$ cat src/rtl/serial_adder_pkg.sv
// Shared types and constants for the bit-serial adder controller.
package serial_adder_pkg;

    localparam int WIDTH_DEFAULT = 8;

    typedef enum logic [1:0] {
        IDLE  = 2'd0,
        SHIFT = 2'd1,
        DONE  = 2'd2
    } state_t;

    // New operands are only taken while no bits are being shifted.
    function automatic logic accepts_start(input state_t st, input logic start_req);
        return start_req && ((st == IDLE) || (st == DONE));
    endfunction

endpackage

$ cat src/rtl/serial_fa_cell.sv
// Single combinational 1-bit full adder cell driven by the serial controller.
module serial_fa_cell (
    input  logic i_a,
    input  logic i_b,
    input  logic i_cin,
    output logic o_s,
    output logic o_cout
);

    always_comb begin
        o_s    = i_a ^ i_b ^ i_cin;
        o_cout = (i_a & i_b) | (i_a & i_cin) | (i_b & i_cin);
    end

endmodule

$ cat src/rtl/serial_adder_ctrl.sv
// Bit-serial WIDTH-bit adder: one full-adder cell, LSB first, WIDTH+1 cycles per add.
// Optional signed-overflow output enabled by defining SERIAL_ADD_OVF_EN.
//
// state | meaning
// IDLE  | waiting for start
// SHIFT | one operand bit pair added per edge
// DONE  | result registered, done pulse; start here chains the next add
module serial_adder_ctrl
    import serial_adder_pkg::*;
#(
    parameter int WIDTH = WIDTH_DEFAULT
) (
    input  logic             clk,
    input  logic             rst_n,
    input  logic             start,
    input  logic [WIDTH-1:0] a,
    input  logic [WIDTH-1:0] b,
    input  logic             c_in,
    output logic             busy,
    output logic             done,
    output logic [WIDTH-1:0] sum,
    output logic             c_out
`ifdef SERIAL_ADD_OVF_EN
    ,
    output logic             ovf
`endif
);

    localparam int CNT_W = (WIDTH > 1) ? $clog2(WIDTH) : 1;
    localparam logic [CNT_W-1:0] CNT_LAST = CNT_W'(WIDTH - 1);

    state_t           r_state;
    state_t           w_state_nxt;
    logic [WIDTH-1:0] r_a_sh;
    logic [WIDTH-1:0] r_b_sh;
    logic [WIDTH-1:0] r_s_sh;
    logic             r_carry;
    logic [CNT_W-1:0] r_cnt;
    logic [WIDTH-1:0] r_sum;
    logic             r_c_out;
    logic             w_accept;
    logic             w_last;
    logic             w_fa_s;
    logic             w_fa_cout;

    serial_fa_cell u_fa (
        .i_a    (r_a_sh[0]),
        .i_b    (r_b_sh[0]),
        .i_cin  (r_carry),
        .o_s    (w_fa_s),
        .o_cout (w_fa_cout)
    );

    assign w_accept = accepts_start(r_state, start);
    assign w_last   = (r_state == SHIFT) && (r_cnt == CNT_LAST);

    always_ff @(posedge clk or negedge rst_n) begin
        if (!rst_n) begin
            r_state <= IDLE;
        end else begin
            r_state <= w_state_nxt;
        end
    end

    always_comb begin
        w_state_nxt = r_state;
        case (r_state)
            IDLE:    if (w_accept) w_state_nxt = SHIFT;
            SHIFT:   if (w_last)   w_state_nxt = DONE;
            DONE:    w_state_nxt = w_accept ? SHIFT : IDLE;
            default: w_state_nxt = IDLE;
        endcase
    end

    always_comb begin
        busy = (r_state == SHIFT);
        done = (r_state == DONE);
    end

    // The counter is parked at zero on the final bit so it never wraps.
    always_ff @(posedge clk or negedge rst_n) begin
        if (!rst_n) begin
            r_a_sh  <= '0;
            r_b_sh  <= '0;
            r_s_sh  <= '0;
            r_carry <= 1'b0;
            r_cnt   <= '0;
            r_sum   <= '0;
            r_c_out <= 1'b0;
        end else if (w_accept) begin
            r_a_sh  <= a;
            r_b_sh  <= b;
            r_s_sh  <= '0;
            r_carry <= c_in;
            r_cnt   <= '0;
        end else if (r_state == SHIFT) begin
            r_a_sh  <= r_a_sh >> 1;
            r_b_sh  <= r_b_sh >> 1;
            r_s_sh  <= {w_fa_s, r_s_sh[WIDTH-1:1]};
            r_carry <= w_fa_cout;
            r_cnt   <= w_last ? '0 : r_cnt + CNT_W'(1);
            if (w_last) begin
                r_sum   <= {w_fa_s, r_s_sh[WIDTH-1:1]};
                r_c_out <= w_fa_cout;
            end
        end
    end

    assign sum   = r_sum;
    assign c_out = r_c_out;

`ifdef SERIAL_ADD_OVF_EN
    logic r_ovf;

    // On the last bit the carry flop holds the carry into the MSB.
    always_ff @(posedge clk or negedge rst_n) begin
        if (!rst_n) begin
            r_ovf <= 1'b0;
        end else if (w_last) begin
            r_ovf <= r_carry ^ w_fa_cout;
        end
    end

    assign ovf = r_ovf;
`endif

endmodule

$ cat config.mk
export PLATFORM = sky130hd
export DESIGN_NAME = serial_adder_ctrl
export DESIGN_NICKNAME = d
export VERILOG_FILES = /design/src/rtl/serial_adder_pkg.sv /design/src/rtl/serial_fa_cell.sv /design/src/rtl/serial_adder_ctrl.sv
export SDC_FILE = /design/constraint.sdc
export NUM_CORES = 1
export LEC_CHECK = 0
export ABC_AREA = 1
export CAP_MARGIN = 20
export CORE_MARGIN = 3
export CORE_UTILIZATION = 55
export DETAILED_ROUTE_END_ITERATION = 10
export HOLD_SLACK_MARGIN = 0.05
export PLACE_DENSITY = 0.81
export RECOVER_POWER = 50
export SYNTH_ARGS = -nofsm -noshare
export SYNTH_HDL_FRONTEND = slang
export SYNTH_SLANG_ARGS = --single-unit
$ cat constraint.sdc
create_clock -name clk -period 2.05 [get_ports clk]
set_input_delay 0.41 -clock clk [delete_from_list [all_inputs] [get_ports clk]]
set_output_delay 0.41 -clock clk [all_outputs]
set_load 0.005 [all_outputs]
==> After elaboration in Yosys (flattened, before gate mapping) <==
Index checks and enable logic that the tools add are counted.
Widths: inputs -> output; s select.
{ "op_classes": {"n_addsub": 1, "n_eq_ne": 5, "mux": 15, "bitwise_logic": 8, "n_reduce_logical": 7} }
{ "ops": {"columns": ["cell", "count"], "rows": [
  ["$mux 8", 6],
  ["$mux 3", 3],
  ["$pmux 2 s3", 1],
  ["$mux 2", 2],
  ["$add 3x1->3 const B", 1],
  ["$and 1x1->1", 3],
  ["$eq 3x3->1 const B", 1],
  ["$mux 1", 3],
  ["$reduce_and 3->1", 1],
  ["$eq 2x1->1 const B", 1],
  ["$eq 2x2->1 const B", 1],
  ["$logic_and 1x1->1", 2],
  ["$logic_not 2->1", 1],
  ["$ne 2x1->1 const B", 1],
  ["$ne 2x2->1 const B", 1],
  ["$or 1x1->1", 2],
  ["$reduce_and 2->1", 1],
  ["$reduce_bool 2->1", 1],
  ["$xor 1x1->1", 2],
  ["$logic_or 1x1->1", 1],
  ["$not 1->1", 1]
]} }
{ "word_totals": {"reg_bits": 39, "in_bits": 20, "output_inout_bits": 11} }

==> Logic depth before layout (Yosys ltp) <==
Gate-level depths: netlist of the first run.
{ "depth": {"depth_word": 5, "mapped_depth": 6} }

==> Cells and area by module <==
A second synthesis of the first run with hierarchy kept.
{ "hier_totals": {"hier_cells": 223, "area_unflattened_um2": 1815.5} }
{ "by_module_without_submodules": {"columns": ["module", "n_inst", "cells_each", "area_each_um2", "seq_area_each_um2"], "rows": [
  ["serial_adder_ctrl", 1, 222, 1795.5, 950.9],
  ["serial_fa_cell", 1, 1, 20.0, 0.0]
]} }

==> Worst setup path after synthesis of the first run <==
No wires, ideal clock.
{ "synth_timing": {"path_kind": "register to output", "start": "reg r_state[0]", "end": "out busy", "arrival_ns": 0.768, "path_slack_ns": 0.872, "stages_incl_launch_ff": 4, "n_path_buf": 1, "cell_sequence": "dfrtp_1 inv_2 nor2_4 buf_2"} }
{ "synth_via": {"elab_chain_cells": 1} }
{ "synth_rtl": {"columns": ["item", "line_no", "text"], "rows": [
  ["start: declaration", "serial_adder_ctrl.sv:32", "state_t r_state;"],
  ["start signal: assignment", "serial_adder_ctrl.sv:61", "r_state <= w_state_nxt;"],
  ["$eq 2x1->1", "serial_adder_ctrl.sv:76", "busy = (r_state == SHIFT);"],
  ["end: declaration", "serial_adder_ctrl.sv:19", "output logic busy,"]
]} }
No other way between the ends.

==> Final worst setup path of the first run <==
{ "layout_timing": {"start": "reg r_state[1]", "end": "out done"} }
{ "layout_via": {"elab_chain_cells": 1} }
{ "layout_rtl": {"columns": ["item", "line_no", "text"], "rows": [
  ["$eq 2x2->1", "serial_adder_ctrl.sv:77", "done = (r_state == DONE);"],
  ["end: declaration", "serial_adder_ctrl.sv:20", "output logic done,"]
]} }
No other way between the ends.

==> results of run 1 <==
-- timing repair --
item / 4_1_cts / 5_1_grt
gates resized for setup: 0 / 3
setup endpoints to repair: 0 / 2
buffers inserted: 0 / 5
-- per-stage QoR --
step	total power, mW	setup WS, ns	instances
2_1_floorplan	2.14	0.872	217
5_1_grt	3.41	0.0199	299
6_report	3.12	0.110	299
4_1_cts	3.10	0.0413	294
3_5_place_dp	2.59	0.447	286
3_3_place_gp	2.55	0.454	286
-- flip-flops by register name (all words and copies together), names as in the netlist --
register and cells:
c_out 1, r_s_sh 7, r_a_sh 8, r_b_sh 8, r_cnt 3, sum 8
r_carry 1, r_state 2
-- final timing paths --
check / startpoint / to / slack, ns / depth (start not counted)
max: r_state[1] / done / 0.11 / 3
min: rst_n / sum[4] / 0.23 / 2
max in group asynchronous: rst_n / r_state[1] / 1.18 / 2
min in group clk: sum[1] / sum[1] / 0.49 / 2
max reg2reg: r_state[1] / r_cnt[1] / 0.42 / 7
min reg2reg: sum[1] / sum[1] / 0.49 / 2
-- per-layer routing --
layer	vias up	part of all wire [%]	global-route usage, %
met5	-	0	0
met1	668	46	25.6
li1	761	-	-
met4	0	1.5	7.99
met2	50	46	30.9
met3	7	5.9	6.12
-- cell type report --
cell class | instances | share of cell area, %
sequential | 38 | 43.0
clock inverter | 3 | 1.80
inverter | 15 | 2.71
tap | 42 | 2.37
multi-input combinational | 154 | 30.8
timing repair buffer | 42 | 17.7
clock buffer | 5 | 1.69
-- where the power goes --
group	leakage (nW)	internal (mW)	switching, mW
clock	0.0450	0.253	0.258
combinational	0.663	0.602	0.688
sequential	0.471	1.09	0.226
total	1.18	1.95	1.17
-- worst max-delay path, delay by kind of cell (launching register included) --
| family | cells | cell delay, ns |
|---|---|---|
| AND/OR/NAND/NOR | 1 | 0.11 |
| flip-flops | 1 | 0.42 |
| buffers and inverters | 2 | 0.65 |
-- layout by cell type, fill, tap and decap left out, types with 3 or more instances in the layout --
| cell | instances |
|---|---|
| nand3_1 | 42 |
| inv_1 | 13 |
| buf_4 | 9 |
| nand2_1 | 100 |
| clkbuf_4 | 5 |
| dfrtp_1 | 36 |
| nor2_1 | 3 |
| clkdlybuf4s50_1 | 29 |
-- logic make-up after synthesis --
logic type               count (synthesis)  share of synthesized area [%]
AO/OA/AOI/OAI                            1                          0.285
flip-flops                              38                           54.1
adder cells (fa/ha/maj)                  3                           2.56
buffers and inverters                   25                           6.98
AND/OR/NAND/NOR                        150                           36.0
==> metrics, run 1 <==
run status=complete, no violations; Yosys reg bits=38; top_reg_cell synth=dfrtp_1; core footprint=2900 um^2; antenna diode count=0; DRT antenna net count=0; max-cap viol count=0; Syn Nets=240; nets=279; P&R area growth vs syn=26.4%; first-pass GRT wire length=6090 um; initial antenna violation count=0; Congestion Overflow GR=0; worst min-delay path class=in -> async; yosys warns=0; Post-Route Setup TNS=0 ns; Die Ht=62.5 um; DRC=0; Cell variety after synth=16; largest cells by area after synthesis=dfrtp_1, nand2_1, nand3_1, inv_1, buf_4; Max Buffers Root-to-Sink=2; sequential share of the synthesized area=54.1%; final wirelength=3650 um; area leader, netlist=dfrtp_1; clock-pin slew on the worst setup and hold paths=0.13 ns; Final Cell Area=2220 um^2; Placed Area=2100 um^2; total CTS buffers=5; Rel. slew slack=40.0%; initial drt markers=152; Critical Path RT=1.64 ns; synthesized area per cell=8.10 um^2; final period utilization=94.6%; CP endpoint kind=output pin; worst hold slack=0.230 ns; die area=3910 um^2; # IOs=31; fillers=219; vias in the first global route=1367; Clock Skew=0.0166 ns; via count=1486; hpwl dp=2350 um; VDD IR-drop max=0.000883 V; CP Class=reg -> out; routed len/inst=12.2 um; Fmax=515 MHz; slowest CP cell=clkdlybuf4s50_1; placer's final routability congestion estimate=0.788; number of synthesized flops with an enable pin=0; layout cells sized above 1=11.3%; LEAKAGE=1.18 nW; RSZ-0062 raised after global routing=no; Worst Tran Pin Value=0.900 ns; Die W=62.5 um; Post-CTS Hold Buffers=0; gr usage total=19.8%; CTS root buf=clkbuf_4; post-synth top area share=54.1%; fin. max-slew vios=0; Cell Area, Synth=1760 um^2; setup violators final=0; CTS tree=yes; power density over the cells=1410 nW/um^2; CTS Sinks=38; Sequential Area=953 um^2; Post-synth top cells=nand2_1, nand3_1, dfrtp_1, inv_1, buf_2; top-count cell post-synth=nand2_1; Worst Setup Start Kind=flop; vias per inst=4.97; Final min period=1.94 ns; WP data arrival=1.53 ns; largest net degree at the start of global routing=39; Async S/R FF share, synth=100%; Cell Chain, Critical Path=clkinvlp_4 > nor2_1 > clkdlybuf4s50_1; Syn Inst Count=217; CP max stage delay=0.50 ns; IO buf count=30; clk_lat worst skew=0.36 ns; Hold Violations, Final=0; final core occ=76.5%; area of the multi-input gates=683 um^2; CP Max Fanout=7; # rows=19; Starting Density=60.6%; TritonRoute pass-1 iters=4; H-tree levels=2
No activity file was read; power rests on OpenSTA's default activity.
==> run 2, diff against run 1 <==
--- a/config.mk
+++ b/config.mk
@@ -7,11 +7,14 @@
 export LEC_CHECK = 0
 export ABC_AREA = 1
 export CAP_MARGIN = 20
+export CELL_PAD_IN_SITES_DETAIL_PLACEMENT = 1
+export CELL_PAD_IN_SITES_GLOBAL_PLACEMENT = 2
 export CORE_MARGIN = 3
-export CORE_UTILIZATION = 55
+export CORE_UTILIZATION = 32
 export DETAILED_ROUTE_END_ITERATION = 10
+export GPL_TIMING_DRIVEN = 0
 export HOLD_SLACK_MARGIN = 0.05
-export PLACE_DENSITY = 0.81
+export PLACE_DENSITY = 0.8
 export RECOVER_POWER = 50
 export SYNTH_ARGS = -nofsm -noshare
 export SYNTH_HDL_FRONTEND = slang
==> run 2 against run 1 <==
  * Power up 2.9%
  * Wire length increased by 22%
  * Clock skew fell by 0.011 ns
  * Highest routed layer unchanged
  * Largest power group is now combinational logic
  * Sequential share of layout area fell by 1.2 points
  * Via count is 3.1% higher
==> metrics, run 2 (synthesis gave the netlist of run 1 again) <==
vias in the first global route=1582 (+16%); Sw Ratio=37.6% (about the same); final core occ=43.8% (-33 points); nets=282 (+1.1%); via count=1532 (+3.1%); final setup margin=0.140 ns (+0.0298 ns); placer's final routability congestion estimate=0.726 (-7.9%); final period utilization=93.2% (-1.5 points); most frequent cells in the layout=nand2_1, nand3_1, dfrtp_1, clkdlybuf4s50_1, inv_1; met2 Use GR=25.4% (-5.5 points); Comb power frac=43.3% (+2.0 points); DRC=0 (unchanged); Rel. slew slack=52.9% (+13 points); core footprint=5200 um^2 (+79%); largest net degree at the start of global routing=29 (-26%); DRT antenna net count=0 (unchanged); clock-pin slew on the worst setup and hold paths=0.07 ns (-0.06 ns); final wirelength=4460 um (+22%); gr usage total=15.8% (-3.9 points); Net Switching=1.21 mW (+3.0%); die area=6410 um^2 (+64%); max-cap viol count=0 (unchanged); global routing's busiest layer=met2; first-pass GRT wire length=7700 um (+27%); antenna diode count=0 (unchanged); cell internal pwr=2.01 mW (+2.9%); CP endpoint kind=output pin; IO buf count=30 (unchanged); CP Max Fanout=10 (+3); RSZ-0062 raised after global routing=no; P&R area growth vs syn=29.8%; # rows=26 (+7); Max Buffers Root-to-Sink=2 (unchanged); met3 usage=4.15% (-2.0 points); Final min period=1.91 ns (-0.0298 ns); vias per inst=4.67 (-6.0%); CTS tree=yes; hold path startpoint=sum[1]; Die Ht=80.1 um (+28%); Post-Route Setup TNS=0 ns (unchanged); Critical Path RT=1.64 ns (about the same); Hold Violations, Final=0 (unchanged); CP Class=reg -> out; H-tree levels=2 (unchanged); VDD IR-drop max=0.000418 V (-53%); path depth of the worst reg2reg path=7 (unchanged); CTS Sinks=38 (unchanged); WP data arrival=1.50 ns (-0.03 ns); Final Total Pwr=3.21 mW (+2.9%); Worst Hold Depth=2; run status=complete, no violations; initial drt markers=32 (-79%); power density over the cells=1410 nW/um^2 (+0.17%); Worst Tran Pin Value=0.707 ns (-0.194 ns); hold endpoint=sum[1]; Clock Skew=0.00551 ns (-0.0111 ns); layout cells sized above 1=8.91% (-2.4 points); Die W=80.1 um (+28%); routed len/inst=13.6 um (+11%); Starting Density=33.8% (-27 points); total CTS buffers=5 (unchanged); worst r2r src=r_state[0]; clock network fraction of design power=16.1% (-0.3 points); sequential share of power=40.6% (-1.7 points); initial antenna violation count=0 (unchanged); Congestion Overflow GR=0 (unchanged); GR Util met1=20.7% (-4.9 points); clk_lat worst skew=0.29 ns (-0.07 ns); most common cell after layout, fill and taps aside=nand2_1; fin. max-slew vios=0 (unchanged); setup violators final=0 (unchanged); Post-Place Worst Slack=0.103 ns (-0.344 ns); hpwl dp=3040 um (+30%); TritonRoute pass-1 iters=4 (unchanged); worst hold slack=0.483 ns (+0.253 ns); worst r2r dst=r_b_sh[6]; LEAKAGE=1.20 nW (+2.2%); Worst Setup Start Kind=flop; # IOs=31 (unchanged); Fmax=524 MHz (+1.6%); fillers=649 (+200%); reg2reg setup slack=0.43 ns (about the same); CTS root buf=clkbuf_8; worst min-delay path class=reg -> reg
## run 2: changes by cell type in the layout (fill, tap and decap cells not counted), moves of 2 or more
| cell | previous run | this run |
|---|---|---|
| clkinv_2 | 2 | 0 |
| buf_6 | 0 | 2 |
| dlygate4sd3_1 | 0 | 2 |
| clkbuf_1 | 0 | 3 |
| clkbuf_8 | 0 | 6 |
| clkbuf_2 | 2 | 0 |
| clkbuf_4 | 5 | 1 |
| clkdlybuf4s50_1 | 29 | 27 |
| buf_4 | 9 | 7 |
## run 2: worst max-delay path by stage
| stage | cells past startpoint | from | slack (ns) | endpoint |
|---|---|---|---|---|
| final | 4 | r_state[0] | 0.14 | busy |
| after global routing | 4 | r_state[0] | 0.07 | busy |
| after CTS | 4 | r_state[0] | 0.03 | busy |
| after detailed placement | 7 | start | 0.10 | r_b_sh[6] |
| after global placement | 1 | rst_n | -0.48 | r_a_sh[2] |
| after floorplan | 3 | r_state[0] | 0.87 | busy |
## run 2: repair_timing
action	in CTS	in global routing
pin swaps	1	0
setup buffers	1	2
gates resized for setup	3	4
endpoints found under the hold margin	10	0
setup endpoints to repair	1	2
hold buffers	1	0
## run 2: metal layers
layer  vias up  wire length, um
met2        26             2070
met4         0               78
met5         -                0
met3         8              177
li1        757                -
met1       741             2120
## run 2: cell type report
type                       instances  area, um^2  area share (%)
inverter                          15        56.3            2.47
sequential                        38         952            41.7
tap                               70        87.6            3.84
multi-input combinational        154         681            29.8
buffer                            10        72.6            3.18
clock buffer                       6        82.6            3.62
timing repair buffer              35         349            15.3
## run 2: power by group through the flow
| stage | logic (mW) | clock network [mW] | registers, mW |
|---|---|---|---|
| after detailed placement | 1.35 | 0 | 1.33 |
| after floorplan | 0.856 | 0 | 1.28 |
| final | 1.39 | 0.517 | 1.30 |
| after CTS | 1.39 | 0.542 | 1.32 |
| after global routing | 1.65 | 0.578 | 1.34 |
| after global placement | 1.32 | 0 | 1.31 |
## run 2: worst max-delay path, stage by stage, from the launching register on
cell             delay (ns)
dfrtp_2                0.37
inv_2                  0.05
nor2_4                 0.12
buf_6                  0.16
clkdlybuf4s50_1        0.51
## run 2: through the flow
step / std cells / area (um^2)
2_1_floorplan: 217 / 1760
3_3_place_gp: 317 / 2140
3_5_place_dp: 318 / 2160
4_1_cts: 326 / 2270
5_1_grt: 328 / 2280
6_report: 328 / 2280
==> run 3, diff against run 2 <==
--- a/config.mk
+++ b/config.mk
@@ -13,7 +13,6 @@
 export CORE_UTILIZATION = 32
 export DETAILED_ROUTE_END_ITERATION = 10
 export GPL_TIMING_DRIVEN = 0
-export HOLD_SLACK_MARGIN = 0.05
 export PLACE_DENSITY = 0.8
 export RECOVER_POWER = 50
 export SYNTH_ARGS = -nofsm -noshare
==> results of run 3 <==
Same layout as run 2: the final DEF is identical, and so are final timing and power.
